===== config.mk =====
export PLATFORM = sky130hd
export DESIGN_NAME = alu_share_arbiter
export DESIGN_NICKNAME = d
export VERILOG_FILES = /design/src/rtl/alu_pkg.sv /design/src/rtl/alu.sv /design/src/rtl/alu_share_arbiter.sv
export SDC_FILE = /design/constraint.sdc
export NUM_CORES = 1
export LEC_CHECK = 0
export CORE_MARGIN = 8
export CORE_UTILIZATION = 57
export CTS_CLUSTER_SIZE = 30
export DETAILED_ROUTE_END_ITERATION = 10
export PLACE_DENSITY_LB_ADDON = 0.12
export SKIP_CTS_REPAIR_TIMING = 1
export SYNTH_ARGS = -nofsm -noshare
export SYNTH_HDL_FRONTEND = slang
export SYNTH_SLANG_ARGS = --single-unit

===== constraint.sdc =====
create_clock -name clk -period 7.15 [get_ports clk]
set_input_delay 1.7875 -clock clk [delete_from_list [all_inputs] [get_ports clk]]
set_output_delay 1.7875 -clock clk [all_outputs]
set_load 0.02 [all_outputs]

===== src/rtl/alu_pkg.sv =====
// rtl/alu_pkg.sv - ALU opcodes, opcode legality check and arbiter state type
// Contents:
//   ALU_* opcode localparams, op_legal(), arb_state_t {IDLE, HOLD}
package alu_pkg;

    localparam int OP_W = 4;

    localparam logic [OP_W-1:0] ALU_AND = 4'b0000;
    localparam logic [OP_W-1:0] ALU_SUB = 4'b0001;
    localparam logic [OP_W-1:0] ALU_ADD = 4'b0010;
    localparam logic [OP_W-1:0] ALU_NE  = 4'b0011;
    localparam logic [OP_W-1:0] ALU_OR  = 4'b0100;
    localparam logic [OP_W-1:0] ALU_XOR = 4'b0101;
    localparam logic [OP_W-1:0] ALU_EQ  = 4'b1000;

    typedef enum logic {
        IDLE = 1'b0,
        HOLD = 1'b1
    } arb_state_t;

    function automatic logic op_legal(input logic [OP_W-1:0] op);
        logic ok;
        case (op)
            ALU_AND, ALU_SUB, ALU_ADD, ALU_NE,
            ALU_OR, ALU_XOR, ALU_EQ: ok = 1'b1;
            default:                 ok = 1'b0;
        endcase
        return ok;
    endfunction

endpackage


===== src/rtl/alu.sv =====
// rtl/alu.sv - combinational integer ALU shared by the arbiter
// Ports:
//   srca, srcb  in  DATA_WIDTH     operands
//   alucontrol  in  OPCODE_LENGTH  operation code
//   aluresult   out DATA_WIDTH     result (0 for unsupported opcodes)
module alu
    import alu_pkg::*;
#(
    parameter int DATA_WIDTH    = 32,
    parameter int OPCODE_LENGTH = 4
) (
    input  logic [DATA_WIDTH-1:0]    srca,
    input  logic [DATA_WIDTH-1:0]    srcb,
    input  logic [OPCODE_LENGTH-1:0] alucontrol,
    output logic [DATA_WIDTH-1:0]    aluresult
);

    always_comb begin
        aluresult = '0;
        case (alucontrol)
            ALU_AND: aluresult = srca & srcb;
            ALU_SUB: aluresult = srca - srcb;
            ALU_ADD: aluresult = srca + srcb;
            ALU_NE:  aluresult = {{(DATA_WIDTH-1){1'b0}}, srca != srcb};
            ALU_OR:  aluresult = srca | srcb;
            ALU_XOR: aluresult = srca ^ srcb;
            ALU_EQ:  aluresult = {{(DATA_WIDTH-1){1'b0}}, srca == srcb};
            default: aluresult = '0;
        endcase
    end

endmodule


===== src/rtl/alu_share_arbiter.sv =====
// rtl/alu_share_arbiter.sv - round-robin sharing of one ALU between two requesters
// Ports:
//   clk, reset                    clock, async active-high reset
//   rN_req_valid / rN_req_ready   request handshake (ready = grant)
//   rN_srca, rN_srcb, rN_op       operands and opcode, sampled only on grant
//   rN_rsp_valid / rN_rsp_ready   response handshake for the slot owner
//   rsp_data, rsp_illegal         held result and unsupported-opcode flag
//   ops_done                      completed response count, wraps
module alu_share_arbiter
    import alu_pkg::*;
#(
    parameter int DATA_WIDTH    = 32,
    parameter int OPCODE_LENGTH = 4,
    parameter int CNT_WIDTH     = 16
) (
    input  logic                     clk,
    input  logic                     reset,
    input  logic                     r0_req_valid,
    output logic                     r0_req_ready,
    input  logic [DATA_WIDTH-1:0]    r0_srca,
    input  logic [DATA_WIDTH-1:0]    r0_srcb,
    input  logic [OPCODE_LENGTH-1:0] r0_op,
    input  logic                     r1_req_valid,
    output logic                     r1_req_ready,
    input  logic [DATA_WIDTH-1:0]    r1_srca,
    input  logic [DATA_WIDTH-1:0]    r1_srcb,
    input  logic [OPCODE_LENGTH-1:0] r1_op,
    output logic                     r0_rsp_valid,
    input  logic                     r0_rsp_ready,
    output logic                     r1_rsp_valid,
    input  logic                     r1_rsp_ready,
    output logic [DATA_WIDTH-1:0]    rsp_data,
    output logic                     rsp_illegal,
    output logic [CNT_WIDTH-1:0]     ops_done
);

    arb_state_t              state_q, state_d;
    logic                    owner_q;
    logic                    rr_ptr_q;
    logic [DATA_WIDTH-1:0]   res_q;
    logic                    illegal_q;
    logic [CNT_WIDTH-1:0]    ops_done_q;

    logic                    owner_rsp_ready;
    logic                    drain;
    logic                    free;
    logic                    gnt0, gnt1, gnt_any;
    logic [DATA_WIDTH-1:0]   mux_a, mux_b, alu_y;
    logic [OPCODE_LENGTH-1:0] mux_op;

    // Only the owner's rsp_ready matters; the other requester's is ignored.
    assign owner_rsp_ready = owner_q ? r1_rsp_ready : r0_rsp_ready;
    assign drain           = (state_q == HOLD) && owner_rsp_ready;
    // Draining slot counts as free so a new grant can land in the same cycle.
    assign free            = (state_q == IDLE) || drain;

    always_comb begin
        gnt0 = free && !reset && r0_req_valid && (!r1_req_valid || !rr_ptr_q);
        gnt1 = free && !reset && r1_req_valid && (!r0_req_valid ||  rr_ptr_q);
    end

    assign gnt_any      = gnt0 || gnt1;
    assign r0_req_ready = gnt0;
    assign r1_req_ready = gnt1;

    // Operand mux defaults to r0 when nothing is granted; the result is only
    // captured on a grant.
    assign mux_a  = gnt1 ? r1_srca : r0_srca;
    assign mux_b  = gnt1 ? r1_srcb : r0_srcb;
    assign mux_op = gnt1 ? r1_op   : r0_op;

    alu #(
        .DATA_WIDTH    (DATA_WIDTH),
        .OPCODE_LENGTH (OPCODE_LENGTH)
    ) u_alu (
        .srca       (mux_a),
        .srcb       (mux_b),
        .alucontrol (mux_op),
        .aluresult  (alu_y)
    );

    // State register
    always_ff @(posedge clk or posedge reset) begin
        if (reset) state_q <= IDLE;
        else       state_q <= state_d;
    end

    // Next-state logic
    always_comb begin
        state_d = state_q;
        if (gnt_any)    state_d = HOLD;
        else if (drain) state_d = IDLE;
    end

    // Output logic: registered state only, no path from rsp_ready
    always_comb begin
        r0_rsp_valid = (state_q == HOLD) && !owner_q;
        r1_rsp_valid = (state_q == HOLD) &&  owner_q;
    end

    // Response slot, round-robin pointer and completion counter
    always_ff @(posedge clk or posedge reset) begin
        if (reset) begin
            owner_q    <= 1'b0;
            rr_ptr_q   <= 1'b0;
            res_q      <= '0;
            illegal_q  <= 1'b0;
            ops_done_q <= '0;
        end else begin
            if (gnt_any) begin
                res_q     <= alu_y;
                illegal_q <= !op_legal(mux_op);
                owner_q   <= gnt1;
                rr_ptr_q  <= !gnt1;
            end
            if (drain) ops_done_q <= ops_done_q + 1'b1;
        end
    end

    assign rsp_data    = res_q;
    assign rsp_illegal = illegal_q;
    assign ops_done    = ops_done_q;

endmodule


==> metrics <==
outcome=finished clean; Final Max Tran Viols=0; number of global-route vias before repair=9,164; CP cell instances=clkdlybuf4s50_1 > mux2i_1 > a2111oi_4 > buf_12 > mux2_2 > ha_1 > nor3_1 > nand3_1 > a211oi_1 > o21ai_0 > a21oi_1 > o41ai_1 > and4_1 > a2111o_1; worst stage delay on the critical path=roughly 0.63 ns; Syn-to-layout area delta=27.2%; critical path arrival=~6.5 ns; GR Util All Layers=0.311; DRC=0; CP max FO=55; Post-synth EDFFs=0; startpoint types=primary input; CTS tree=done; Post-Syn Nets=between 1,000 and 1,500; largest net degree at the start of global routing=56; Distinct cells, synth=74; layout cell share with drive strength beyond 1=0.0927; Initial Util=0.581; DRT Pass-1 Iters=6; count leader, synth=nor2_1; crit end category=flop; final setup TNS=0 ns; first-pass GRT wire length=47,400 um; synth top area cells=dfrtp_1 16%, ha_1 14%, mux2_2 9.3%, a21oi_1 6.0%, nor2_1 5.4%; DP Worst Slack=0.596 ns; total power=2.26 mW; Vias=9,635; synthesized instance count=1,123; Compound-Gate Fraction of Synth Area=0.302; Final nets=between 1,500 and 2,000; Die ar.=0.0188 mm2; DR vias/cell=6.56; Max-slew headroom=0.304; Initial DRC Count=1,080; PnR worst setup slack=0.849 ns; fraction of registers with async set/reset=1.00; Synth Area in Adders=0.148; die height=around 140 um; CTS sink count=52; Post-Synth XOR/XNOR Area=0.0240; Synth Flop Type=dfrtp_1; multiplexer area fraction after synthesis=0.104; Seq/Total Area, Yosys=0.155; Fill cells=1,173; clk_skew=0.0161 ns; Synth area leader=dfrtp_1; simple-gate portion of the synthesized area=0.191; synth warn=0; hpwl dp=22,700 um; unrepaired setup endpoints after global routing=no; drt total wl=30,200 um; CTS Buf Count=5; H-tree Lvls=2; WP data required=7.36 ns; hold crit path type=reg -> reg; Final setup viols=0; final period utilization=0.881; kind of critical path=in -> reg; Post-synth top cells=121 x nor2_1, 101 x a21oi_1, 101 x inv_1; die width=roughly 140 um; row count=44; clock latency on the worst-skew pair=~0.32 ns; Synth top area share=0.155; max_cap viols=0; antenna fix cells=0; Max clock buf depth=2; WL per Instance=between 20 and 25 um; PortBufs=194; Leak Pwr=4.51 nW; pwr dens=212 mW/mm2; Root Buffer=clkbuf_16; mean area per synthesized cell=7.46 um2; Max Clk Rate=around 160 MHz; total gr overflow=0; Worst-path clk slew=roughly 0.09 ns; final hold violation count=0; I/O Pins=195; Core Region=0.0144 mm2; measured slew at the worst slew-check pin=between 1 and 1.5 ns; Post-DRT Antenna Nets=0; Tmin final=6.30 ns; RePlAce Congestion=1.01; initial antenna violation count=0; peak supply drop=roughly 0.00016 V; combinational family with the most area after synthesis=compound AO/OA/AOI/OAI gates; Syn Std Cell Area=0.00838 mm2; slowest CP cell=nor3_1; flops & latches, synth=52
[cell usage in the layout (no fill, tap or decap), types with 18 or more instances in the layout]
cell type,count
nor2_1,121
ha_1,96
dfrtp_1,52
buf_4,21
a211oi_1,18
a21oi_1,101
clkdlybuf4s50_1,194
mux2_2,69
a31oi_1,23
o21ai_0,59
nand3_1,33
nand2_1,64
inv_1,100
nor3_1,28
[per-layer routing]
layer / global-route usage / wire length, um
met1: 0.401 / 12400
met2: 0.500 / 13600
met3: 0.0594 / 3110
met4: 0.130 / 1080
met5: 0 / 0
[cell families after synthesis]
family	after synthesis
compound gates	370
simple gates	337
buf+inv	165
fa+ha+maj	98
mux	78
flops	52
xor+xnor	23
[state kept, by name, indices dropped and copies added, names as in the netlist]
| register | flops |
|---|---|
| rsp_data | 32 |
| ops_done | 16 |
| owner_q | 1 |
| rr_ptr_q | 1 |
| rsp_illegal | 1 |
| state_q | 1 |
[path summary, 6_finish.rpt]
kind	cells past startpoint	to	startpoint	slack [ns]
setup / recovery	14	rsp_data[30]	r1_rsp_ready	0.85
hold / removal	1	ops_done[15]	ops_done[15]	0.48
setup reg to reg	13	rsp_data[30]	owner_q	2.27
hold reg to reg	1	ops_done[15]	ops_done[15]	0.48
max in group asynchronous	3	rsp_data[2]	reset	4.55
min in group asynchronous	3	owner_q	reset	2.11
[area by class of cell]
| type | instances | area, um2 | area share |
|---|---|---|---|
| clock inverter | 3 | 27.5 | 0.00258 |
| timing repair buffer | 216 | 2120 | 0.199 |
| sequential | 52 | 1300 | 0.122 |
| tap | 184 | 230 | 0.0216 |
| multi-input combinational | 906 | 6470 | 0.607 |
| clock buffer | 5 | 125 | 0.0117 |
| inverter | 102 | 383 | 0.0359 |
[through the flow]
stage,util,instance area (um2),std cells,hold WS [ns]
2_1_floorplan,-,8380,1123,0.490
3_3_place_gp,0.728,10500,1460,0.461
3_5_place_dp,0.728,10500,1460,0.465
4_1_cts,0.739,10700,1468,0.479
5_1_grt,0.739,10700,1468,0.513
6_report,0.739,10700,1468,0.475
[where the power goes]
group / switching, mW / total [mW] / internal (mW)
combinational: 0.890 / 1.52 / 0.633
sequential: 0.0755 / 0.456 / 0.381
clock: 0.144 / 0.278 / 0.134
[critical path: cells and delay by family]
family | cells | cell delay [ns]
AO/OA/AOI/OAI | 6 | 1.87
AND/OR/NAND/NOR | 3 | 0.99
buffers and inverters | 2 | 0.79
multiplexers | 2 | 0.56
adder cells (fa/ha/maj) | 1 | 0.48
Note: power is estimated with default switching activity, not from simulation.
==> RTL edit (same settings) <==
`DATA_WIDTH` is set to 32 in 2 places; all go to 40.
--- a/src/rtl/alu.sv
+++ b/src/rtl/alu.sv
@@ -6,7 +6,7 @@
 module alu
     import alu_pkg::*;
 #(
-    parameter int DATA_WIDTH    = 32,
+    parameter int DATA_WIDTH    = 40,
     parameter int OPCODE_LENGTH = 4
 ) (
     input  logic [DATA_WIDTH-1:0]    srca,
--- a/src/rtl/alu_share_arbiter.sv
+++ b/src/rtl/alu_share_arbiter.sv
@@ -9,7 +9,7 @@
 module alu_share_arbiter
     import alu_pkg::*;
 #(
-    parameter int DATA_WIDTH    = 32,
+    parameter int DATA_WIDTH    = 40,
     parameter int OPCODE_LENGTH = 4,
     parameter int CNT_WIDTH     = 16
 ) (
Ports: changed (5 resized); port bits go from 195 to 235. No check against the original RTL was run, so the function may have changed too.
==> RTL edit against the unedited design <==
Total power up 32%; final area up 19%; setup slack got worse by 0.42 ns; non-clock buffer count up 46; utilization down 0.056 points; sequential share of layout area is 0.37 points lower; sequential cell count up 8; synthesized area grew 18%; final cell count increased by 31%; wire length up 30%; largest cell class unchanged; highest routed layer unchanged.
==> RTL edit: results (changes against the unedited design) <==
first-pass GRT wire length=61800 um (was 47400 um); CTS clk-pin slew, worst paths=0.07 ns (was 0.09 ns); final net count=1984 (was 1523); VDD IR-drop max=0.169 mV (was 0.157 mV); HPWL after detailed placement=30000 um (was 22700 um); CTS root buf=clkbuf_16 (unchanged); largest net degree at the start of global routing=61 (was 56); ys async rst share=100% (unchanged); share of cells above drive strength 1=4.55% (was 9.27%); H-Tree Depth=3 (was 2); result of the run=completed (unchanged); register area share after synthesis=15.2% (was 15.5%); Mapped Nets=1801 (was 1363); GRT Overall Usage=34.5% (was 31.1%); CTS buffer count=9 (was 5); Clk Latency, worst-skew pair=0.36 ns (was 0.32 ns); Detail Route Antenna Nets=0 (unchanged); gpl congestion=1.02 (was 1.01); PortBufs=234 (was 194); largest cells by area after synthesis=dfrtp_1, ha_1, nand2_1 (was dfrtp_1, ha_1, mux2_2); top post-synthesis cells by count=nand2_1, nor2_1, a21oi_1 (was nor2_1, a21oi_1, inv_1); critical path arrival=6.95 ns (was 6.51 ns); max reg flops=40 (was 32); crit-path max FO=40 (was 55); Worst Max-Slew Pin Slew=1.17 ns (was 1.04 ns); DRT iter0 DRCs=1522 (was 1080); LEAKAGE=5.80 nW (was 4.51 nW); vias in the first global route=12100 (was 9164); skew final=0.00767 ns (was 0.0161 ns); library cells used by synthesis=83 (was 74); vias per cell=6.38 (was 6.56); DR WL/cell=20.4 um (was 20.6 um)
RTL edit: layout make-up:
type	instances	area (sq um)
clock inverters	7	58.8
clock buffers	9	225
fillers	1420	4490
multi-input cells	1235	7600
flip-flops and latches	60	1500
inverters	120	452
repair buffers	262	2560
well taps	225	282
RTL edit: metal layers:
metal	up-vias	routed length, um	GRT usage, %
li1	5636	-	-
met1	5646	15800	43.4
met2	809	17400	55.3
met3	149	4460	8.47
met4	0	1490	14.3
met5	-	0	0
RTL edit: where the power goes:
part,internal [mW],switching [mW]
sequential,0.440,0.0845
combinational,0.785,1.23
clock,0.240,0.208
RTL edit: final timing paths:
check / from / slack, ns / to / depth (start not counted)
max: r1_rsp_ready / 0.43 / rsp_data[39] / 18
min: ops_done[15] / 0.47 / ops_done[15] / 1
max reg2reg: owner_q / 1.82 / rsp_data[39] / 17
min reg2reg: ops_done[15] / 0.47 / ops_done[15] / 1
max in group asynchronous: reset / 4.47 / rsp_data[3] / 3
min in group asynchronous: reset / 2.11 / state_q / 3
RTL edit: cells by family (layout without fill, tap and decap cells):
logic type	Yosys count	after routing	share of synthesized area, %
xor+xnor	23	23	2.03
compound gates	457	457	30.6
fa+ha+maj	122	122	15.6
flops	60	60	15.2
buf+inv	210	398	8.47
simple gates	624	624	27.2
mux	9	9	0.947
RTL edit: stage by stage:
step           hold WS (ns)  cells  util [%]  worst slack [ns]  instance area (sq um)
2_1_floorplan         0.481   1505         -              1.17                   9910
3_3_place_gp          0.457   1902      72.2             0.449                  12400
3_5_place_dp          0.460   1902      72.2             0.324                  12400
4_1_cts               0.472   1918      73.8             0.618                  12700
5_1_grt               0.487   1918      73.8             0.246                  12700
6_report              0.470   1918      73.8             0.430                  12700
RTL edit: critical path, stage by stage:
cell and delay (ns):
clkdlybuf4s50_1 0.45, mux2i_1 0.13, a21oi_2 0.37, nand3b_4 0.36, buf_4 0.41, nand2_1 0.12
nand2_1 0.11, ha_1 0.47, nor2_1 0.11, a211oi_1 0.40, o21ai_1 0.16, o31ai_1 0.63
o21a_1 0.34, o31a_1 0.38, o21a_1 0.22, mux2_2 0.34, nand2_1 0.06, a31oi_1 0.08
